**config.mk**
```make
export PLATFORM = sky130hd
export DESIGN_NAME = ecc_mul_seq
export DESIGN_NICKNAME = d
export VERILOG_FILES = /design/src/rtl/ecc_mul_seq.sv
export SDC_FILE = /design/constraint.sdc
export NUM_CORES = 2
export LEC_CHECK = 0
export CORE_AREA = 2 2 612 614
export CTS_BUF_LIST = sky130_fd_sc_hd__clkbuf_2
export DETAILED_ROUTE_END_ITERATION = 8
export DIE_AREA = 0 0 614 616
export HOLD_SLACK_MARGIN = 0.05
export PLACE_DENSITY_LB_ADDON = 0.1
export SYNTH_ARGS = -nofsm -noshare
export SYNTH_HDL_FRONTEND = slang
export SYNTH_SLANG_ARGS = --single-unit
export TNS_END_PERCENT = 20
```
**constraint.sdc**
```tcl
create_clock -name clk -period 5.36 [get_ports clk]
set_input_delay 1.072 -clock clk [delete_from_list [all_inputs] [get_ports clk]]
set_output_delay 1.072 -clock clk [all_outputs]
set_load 0.1 [all_outputs]
```
**src/rtl/ecc_mul_seq.sv**
```systemverilog
// ecc_mul_seq: shift-and-add multiplier that borrows the shared 256-bit ALU (ADD/SLL/SRL).
// Latency: result in cycle 3(k+1)+p+2 after the start edge (k = top set bit of b, p = popcount(b)); b=0 -> cycle 2.
// Backpressure: none; i_start is only honoured in IDLE, requests while busy (including DONE) are dropped.
module ecc_mul_seq #(
  parameter int WORD_SIZE = 256,
  parameter int INSN      = 19
) (
  input  logic                 clk,
  input  logic                 rst_n,
  input  logic                 i_start,
  input  logic [WORD_SIZE-1:0] i_a,
  input  logic [WORD_SIZE-1:0] i_b,
  output logic                 o_busy,
  output logic                 o_done,
  output logic [WORD_SIZE-1:0] o_product,
  output logic [INSN:0]        o_alu_insn,
  output logic [WORD_SIZE-1:0] o_alu_r1data,
  output logic [WORD_SIZE-1:0] o_alu_r2data,
  output logic                 o_alu_carry,
  input  logic [WORD_SIZE-1:0] i_alu_result
);

  // Opcode lives in the top five bits; shifts carry a shift amount of 1 in the low nibble.
  localparam logic [INSN:0] ALU_NOP = '0;
  localparam logic [INSN:0] ALU_ADD = (INSN+1)'(5'b00101) << (INSN-4);
  localparam logic [INSN:0] ALU_SLL = ((INSN+1)'(5'b01100) << (INSN-4)) | (INSN+1)'(1);
  localparam logic [INSN:0] ALU_SRL = ((INSN+1)'(5'b01101) << (INSN-4)) | (INSN+1)'(1);

  typedef enum logic [2:0] {
    S_IDLE = 3'd0,
    S_CHK  = 3'd1,
    S_ADD  = 3'd2,
    S_SHL  = 3'd3,
    S_SHR  = 3'd4,
    S_DONE = 3'd5
  } state_t;

  state_t               r_state;
  logic [WORD_SIZE-1:0] r_acc;
  logic [WORD_SIZE-1:0] r_mcand;
  logic [WORD_SIZE-1:0] r_mplier;
  logic                 r_busy;
  logic                 r_done;
  logic [INSN:0]        r_insn;

  // Sequencer: status and instruction word are loaded together with the state they belong to.
  always_ff @(posedge clk) begin
    if (!rst_n) begin
      r_state  <= S_IDLE;
      r_acc    <= '0;
      r_mcand  <= '0;
      r_mplier <= '0;
      r_busy   <= 1'b0;
      r_done   <= 1'b0;
      r_insn   <= ALU_NOP;
    end else begin
      case (r_state)
        S_IDLE: begin
          if (i_start) begin
            r_acc    <= '0;
            r_mcand  <= i_a;
            r_mplier <= i_b;
            r_busy   <= 1'b1;
            r_insn   <= ALU_NOP;
            r_state  <= S_CHK;
          end
        end
        S_CHK: begin
          // Stop as soon as the remaining multiplier bits are all zero.
          if (r_mplier == '0) begin
            r_done  <= 1'b1;
            r_insn  <= ALU_NOP;
            r_state <= S_DONE;
          end else if (r_mplier[0]) begin
            r_insn  <= ALU_ADD;
            r_state <= S_ADD;
          end else begin
            r_insn  <= ALU_SLL;
            r_state <= S_SHL;
          end
        end
        S_ADD: begin
          r_acc   <= i_alu_result;
          r_insn  <= ALU_SLL;
          r_state <= S_SHL;
        end
        S_SHL: begin
          r_mcand <= i_alu_result;
          r_insn  <= ALU_SRL;
          r_state <= S_SHR;
        end
        S_SHR: begin
          r_mplier <= i_alu_result;
          r_insn   <= ALU_NOP;
          r_state  <= S_CHK;
        end
        S_DONE: begin
          r_done  <= 1'b0;
          r_busy  <= 1'b0;
          r_state <= S_IDLE;
        end
        default: begin
          r_busy  <= 1'b0;
          r_done  <= 1'b0;
          r_insn  <= ALU_NOP;
          r_state <= S_IDLE;
        end
      endcase
    end
  end

  logic [WORD_SIZE-1:0] w_r1;
  logic [WORD_SIZE-1:0] w_r2;

  // Operand select from state and working registers only; idle/check/done states drive zeros.
  always_comb begin
    w_r1 = '0;
    w_r2 = '0;
    case (r_state)
      S_ADD: begin
        w_r1 = r_acc;
        w_r2 = r_mcand;
      end
      S_SHL:   w_r1 = r_mcand;
      S_SHR:   w_r1 = r_mplier;
      default: begin
        w_r1 = '0;
        w_r2 = '0;
      end
    endcase
  end

  assign o_busy       = r_busy;
  assign o_done       = r_done;
  assign o_product    = r_acc;
  assign o_alu_insn   = r_insn;
  assign o_alu_r1data = w_r1;
  assign o_alu_r2data = w_r2;
  assign o_alu_carry  = 1'b0;

endmodule

```
After elaboration in Yosys (flattened, before gate mapping)
Index checks and enable logic that the tools add are counted.
Storage, ports and cells
  register bits after elaboration: 793
  output and inout port bits: 791
  word-level logic and storage cells: 50
Cells by class
  equal/unequal tests: 7
  mux-type cells: 20
  bitwise operators: 3
  reductions and logical operators: 13
Operator list (count)
  $pmux W256 S2: 3
  $mux W256: 4
  $pmux W256 S3: 1
  $logic_not A256 Y1: 1
  $pmux W20 S5: 1
  $mux W19: 2
  $mux W20: 1
  $pmux W3 S5: 1
  $reduce_and A2 Y1: 6
  $reduce_or A4 Y1: 2
  $eq A3 B2 Y1 const B: 2
  $eq A3 B3 Y1 const B: 2
  $mux W3: 2
  $reduce_bool A2 Y1: 3
  $ne A2 B2 Y1 const B: 2
  $pmux W1 S2: 2
  $eq A3 B1 Y1 const B: 1
  $logic_not A3 Y1: 1
  $mux W1: 3
  $not A1 Y1: 3

Depth between registers and ports, before layout
  depth after elaboration: 4
  gate-level depth with buffers: 9

Worst setup path before layout
Ideal clock, no wire load.
  path kind: flip-flop to output port
  start point: reg r_state[0]
  end point: out o_alu_r1data[212]
  data arrival time: 3348 ps
  required time: 4288 ps
  slack: 940 ps
  cell stages (with the launch flop): 6
  path buffers: 3
  cells stage by stage: dfxtp_1 -> buf_2 -> buf_2 -> buf_2 -> mux2i_1 -> o21ai_0
Between the ends
  cells in the longest elaborated chain, start to end: 2
  elaborated cells on any way between the ends: 4
Ends and longest elaborated chain
  start, declared: line 38  | state_t r_state;
  start signal, assigned: line 49  | r_state <= S_IDLE;
  start signal, assigned: line 65  | r_state <= S_CHK;
  start signal, assigned: line 73  | r_state <= S_DONE;
  $eq A3 B3 Y1 / $eq A3 B2 Y1 (equally long branches): line 119  | case (r_state)
  $pmux W256 S3 *: line 119
  end, declared: line 17  | output logic [WORD_SIZE-1:0] o_alu_r1data,
Mark *: on every way between the ends. The rest lies on a longest branch, timed or not.

Worst setup path after layout
  start point: reg r_state[2]
  end point: out o_alu_r1data[70]
Same word-level chain as after synthesis.

==> flow_summary.rst <==
.. list-table::
   :header-rows: 1

   * - Metric
     - Value
   * - Internal cell power
     - 11.9 mW
   * - Total via count after detailed routing
     - 50401
   * - DRC marker count from the first detailed-route iteration
     - 2636
   * - Fraction of the cycle the final worst path needs
     - 0.914
   * - Share of post-route cells with drive strength above 1
     - 0.151
   * - R2r startpoint
     - r_state[0]
   * - Worst Setup EP
     - o_alu_r1data[70]
   * - Total Negative Setup Slacks
     - 0 ps
   * - Nets
     - 8523
   * - Synth Register Bits
     - 776
   * - Number of antenna violations at the first check in global routing
     - 97
   * - Number of placed cells counting well taps
     - 11157
   * - Final setup violation count
     - 0
   * - Critical Path Start Type
     - register
   * - Number of instances on the worst hold path
     - 2
   * - RSZ-0062 raised after global routing
     - false
   * - Setup CP Type
     - reg2out
   * - Main area contributors after synthesis
     - sky130_fd_sc_hd__dfxtp_1 (41%), sky130_fd_sc_hd__nand2_1 (13%), sky130_fd_sc_hd__a311oi_1 (12%), sky130_fd_sc_hd__nor2_1 (7.6%), sky130_fd_sc_hd__mux2i_1 (6.7%)
   * - MaxCap Viol Count
     - 0
   * - Register-to-register setup slack
     - 1200 ps
   * - Worst reg-to-reg path cell count
     - 7
   * - Proportion of register bits with asynchronous set or reset after synthesis
     - 0
   * - Vias per cell
     - 3.89
   * - Critical path origin
     - r_state[2]
   * - Sum of overflow across all layers after global routing
     - 0
   * - Remaining antenna violation count
     - 0
   * - Boundary Pins
     - 1562
   * - Clock-pin slew on the worst setup and hold paths
     - 80 ps
   * - Max transition margin
     - 0.126
   * - Worst-margin pin slew
     - 1300 ps
   * - Post-Synthesis Cells
     - 4995
   * - Tot Pwr
     - 21.8 mW
   * - Proportion of netlist area held by the largest area contributor
     - 0.408
   * - Post-route cell area
     - 75000 µm²
   * - Initial cell density of the core
     - 0.102
   * - Maximum clock path buffer count
     - 4
   * - Maximum number of pins on one net before global-route repair
     - 109
   * - FF-to-FF End
     - r_mcand[14]
   * - Largest fanout of any net on the critical path
     - 39
   * - Final weighted congestion in routability-driven placement
     - 0.810
   * - Primary flip-flop cell chosen by synthesis mapping
     - sky130_fd_sc_hd__dfxtp_1
   * - CTS Root Cell
     - sky130_fd_sc_hd__clkbuf_2
   * - Hold Fails Final Rpt
     - 0
   * - Number of distinct library cells after synthesis
     - 31
   * - Placement Setup Slack
     - 804 ps
   * - Share of the yosys chip area belonging to registers
     - 0.408
   * - Routed wirelength normalized by instance count
     - 27.0 µm
   * - Fill count
     - 41993
   * - Outcome
     - complete, no violations
   * - Residual DRC
     - 0
   * - Final Max Slew Viols
     - 0
   * - H-tree level count
     - 5
   * - Standard-cell row count
     - 224
   * - Core area
     - 371000 µm²
   * - Die Width
     - 614 µm
   * - Estimated wirelength of the detail-placed design
     - 267 mm
   * - Routed wire length
     - 351 mm
   * - Clock net sink count
     - 776
   * - Clock insertion delay at the later pin of the skew report
     - 1700 ps
   * - Count of input and output buffers
     - 1544
   * - Maximum vdd ir drop
     - 0.108 mV
   * - Util after Layout
     - 0.202
   * - Number of synthesized flops with an enable pin
     - 0
   * - DIE AREA
     - 378000 µm²
   * - CP endpoint kind
     - output port
   * - Net switching power figure
     - 9.81 mW
   * - Area overhead of the layout relative to synthesis
     - 97.1%
   * - Iteration count of the initial detailed-routing pass
     - 5
   * - Ratio of total power to cell area
     - 290 nW/µm²
   * - Post-route insts no fill
     - 12969
   * - Max Clk Rate
     - 0.204 GHz
   * - Share of power burned in the clock network
     - 0.264
   * - Worst min path class
     - reg2reg
   * - Yosys warning total
     - 0
   * - Global-route usage over all layers
     - 0.178
   * - Number of buffers added by the clock tree synthesis step
     - 287
   * - Critical path required time
     - 4290 ps
   * - Leakage
     - 29.2 nW
   * - Vertical die dimension
     - 616 µm
   * - Post-synthesis instance area
     - 38000 µm²
   * - Global-route wire length before repair
     - 469 mm
   * - Tightest hold margin
     - 472 ps
   * - Worst setup margin
     - 460 ps
   * - Cell taking the most area after synthesis
     - sky130_fd_sc_hd__dfxtp_1
   * - Mean Syn Cell Area
     - 7.61 µm²
   * - TritonCTS clock tree
     - done
   * - Total cell area at the placement stage
     - 59400 µm²
   * - Share of power burned in combinational logic
     - 0.391
   * - Switching Share
     - 0.451
   * - Clock skew after layout
     - 155 ps
   * - Crit path DAT
     - 3830 ps
   * - Via count of the first global-routing pass
     - 52609
   * - Sequential share of power
     - 0.345
   * - Period minus WS final
     - 4900 ps
-- how the worst min path moves through the flow --
stage,end,slack (ps),start
global route,o_product[195],240,i_alu_result[195]
detailed placement,o_alu_insn[15],460,o_alu_insn[15]
finish,o_alu_insn[15],470,o_alu_insn[15]
floorplan,r_mcand[0],480,r_mcand[0]
global placement,o_alu_insn[15],460,o_alu_insn[15]
CTS,o_product[195],50,i_alu_result[195]
-- sequential cells by signal, summed over array words and instances (netlist names) --
name	cells
r_state	3
o_done	1
r_mplier	256
o_alu_insn	3
o_product	256
r_mcand	256
o_busy	1
-- layer usage --
| layer | track usage | part of all wire | wire, µm |
|---|---|---|---|
| met5 | 0 | 0.00069 | 243 |
| met4 | 0.0482 | 0.028 | 9730 |
| met3 | 0.0347 | 0.052 | 18200 |
| met2 | 0.330 | 0.52 | 182000 |
| met1 | 0.204 | 0.40 | 140000 |
-- what timing repair did --
| item | CTS | global route |
|---|---|---|
| endpoints found under the hold margin | 770 | 0 |
| hold buffers | 1269 | 0 |
| resized for setup | 54 | 0 |
| endpoints found under the setup margin | 490 | 0 |
| setup buffers | 7 | 0 |
-- critical path, stage by stage (launching register included) --
cell and delay, ps:
sky130_fd_sc_hd__dfxtp_2 500, sky130_fd_sc_hd__nand2b_1 160, sky130_fd_sc_hd__nor2_4 130, sky130_fd_sc_hd__buf_4 170, sky130_fd_sc_hd__buf_12 250, sky130_fd_sc_hd__buf_12 240, sky130_fd_sc_hd__nand2_1 80, sky130_fd_sc_hd__o21ai_0 270
sky130_fd_sc_hd__buf_6 320
-- cells in the mapped netlist, types with 2 or more instances --
library cell and number:
sky130_fd_sc_hd__a22oi_1 256, sky130_fd_sc_hd__buf_4 18, sky130_fd_sc_hd__nand2b_1 3, sky130_fd_sc_hd__mux2i_1 256
sky130_fd_sc_hd__buf_2 187, sky130_fd_sc_hd__inv_2 2, sky130_fd_sc_hd__nand4_1 17, sky130_fd_sc_hd__nor2_1 774
sky130_fd_sc_hd__a31oi_1 2, sky130_fd_sc_hd__a21oi_1 7, sky130_fd_sc_hd__nand2_1 1286, sky130_fd_sc_hd__a311oi_1 512
sky130_fd_sc_hd__o21ai_0 259, sky130_fd_sc_hd__clkbuf_1 286, sky130_fd_sc_hd__inv_1 2, sky130_fd_sc_hd__nor4_1 68
sky130_fd_sc_hd__dfxtp_1 776, sky130_fd_sc_hd__buf_1 11, sky130_fd_sc_hd__nor2_2 2, sky130_fd_sc_hd__nand3_1 4
sky130_fd_sc_hd__and2_1 257
-- cells in the final DEF, fill, tap and decap left out, types with 3 or more instances in the layout --
| master | count |
|---|---|
| sky130_fd_sc_hd__nand2_1 | 1284 |
| sky130_fd_sc_hd__dlygate4sd3_1 | 1269 |
| sky130_fd_sc_hd__clkdlybuf4s50_1 | 970 |
| sky130_fd_sc_hd__nor2_1 | 773 |
| sky130_fd_sc_hd__dfxtp_1 | 773 |
| sky130_fd_sc_hd__buf_4 | 516 |
| sky130_fd_sc_hd__a311oi_1 | 512 |
| sky130_fd_sc_hd__clkbuf_2 | 430 |
| sky130_fd_sc_hd__a22oi_1 | 256 |
| sky130_fd_sc_hd__mux2i_1 | 255 |
| sky130_fd_sc_hd__and2_1 | 255 |
| sky130_fd_sc_hd__o21ai_0 | 250 |
| sky130_fd_sc_hd__buf_12 | 169 |
| sky130_fd_sc_hd__diode_2 | 57 |
| sky130_fd_sc_hd__nor4_1 | 56 |
| sky130_fd_sc_hd__clkinv_1 | 30 |
| sky130_fd_sc_hd__buf_6 | 21 |
| sky130_fd_sc_hd__nand4_1 | 17 |
| sky130_fd_sc_hd__conb_1 | 17 |
| sky130_fd_sc_hd__nor4_2 | 12 |
| sky130_fd_sc_hd__inv_2 | 10 |
| sky130_fd_sc_hd__o21ai_2 | 7 |
| sky130_fd_sc_hd__a21oi_1 | 7 |
| sky130_fd_sc_hd__nand3_1 | 4 |
| sky130_fd_sc_hd__bufinv_16 | 4 |
| sky130_fd_sc_hd__nand2b_1 | 3 |
| sky130_fd_sc_hd__buf_2 | 3 |
-- area by class of cell --
cell class	count	area (µm²)	area share
antenna	57	143	0.00190
clock buffer	429	2150	0.0286
clock inverter	48	304	0.00406
inverter	4	22.5	0.000300
multi-input combinational	3729	20500	0.274
sequential	776	15500	0.207
tap	4972	6220	0.0830
timing repair buffer	2954	30100	0.401
-- cell families (layout without fill, tap and decap cells) --
family                 after synthesis  after routing  synth area share
AOI/OAI and AO/OA                 1041           1041             0.205
buffers and inverters              506           3435            0.0579
DFF                                776            776             0.408
muxes                              256            256            0.0674
other                                1             74         0.0000986
and+or+nand+nor                   2415           2415             0.262
-- power groups by stage --
stage               Clock, mW  Sequential [mW]  Combinational (mW)
global route             6.37             7.59                9.03
global placement            0             7.70                7.22
CTS                      6.18             7.55                8.64
finish                   5.75             7.50                8.51
floorplan                   0             7.83                3.57
detailed placement          0             7.68                7.27
(Power assumes the default switching activity.)
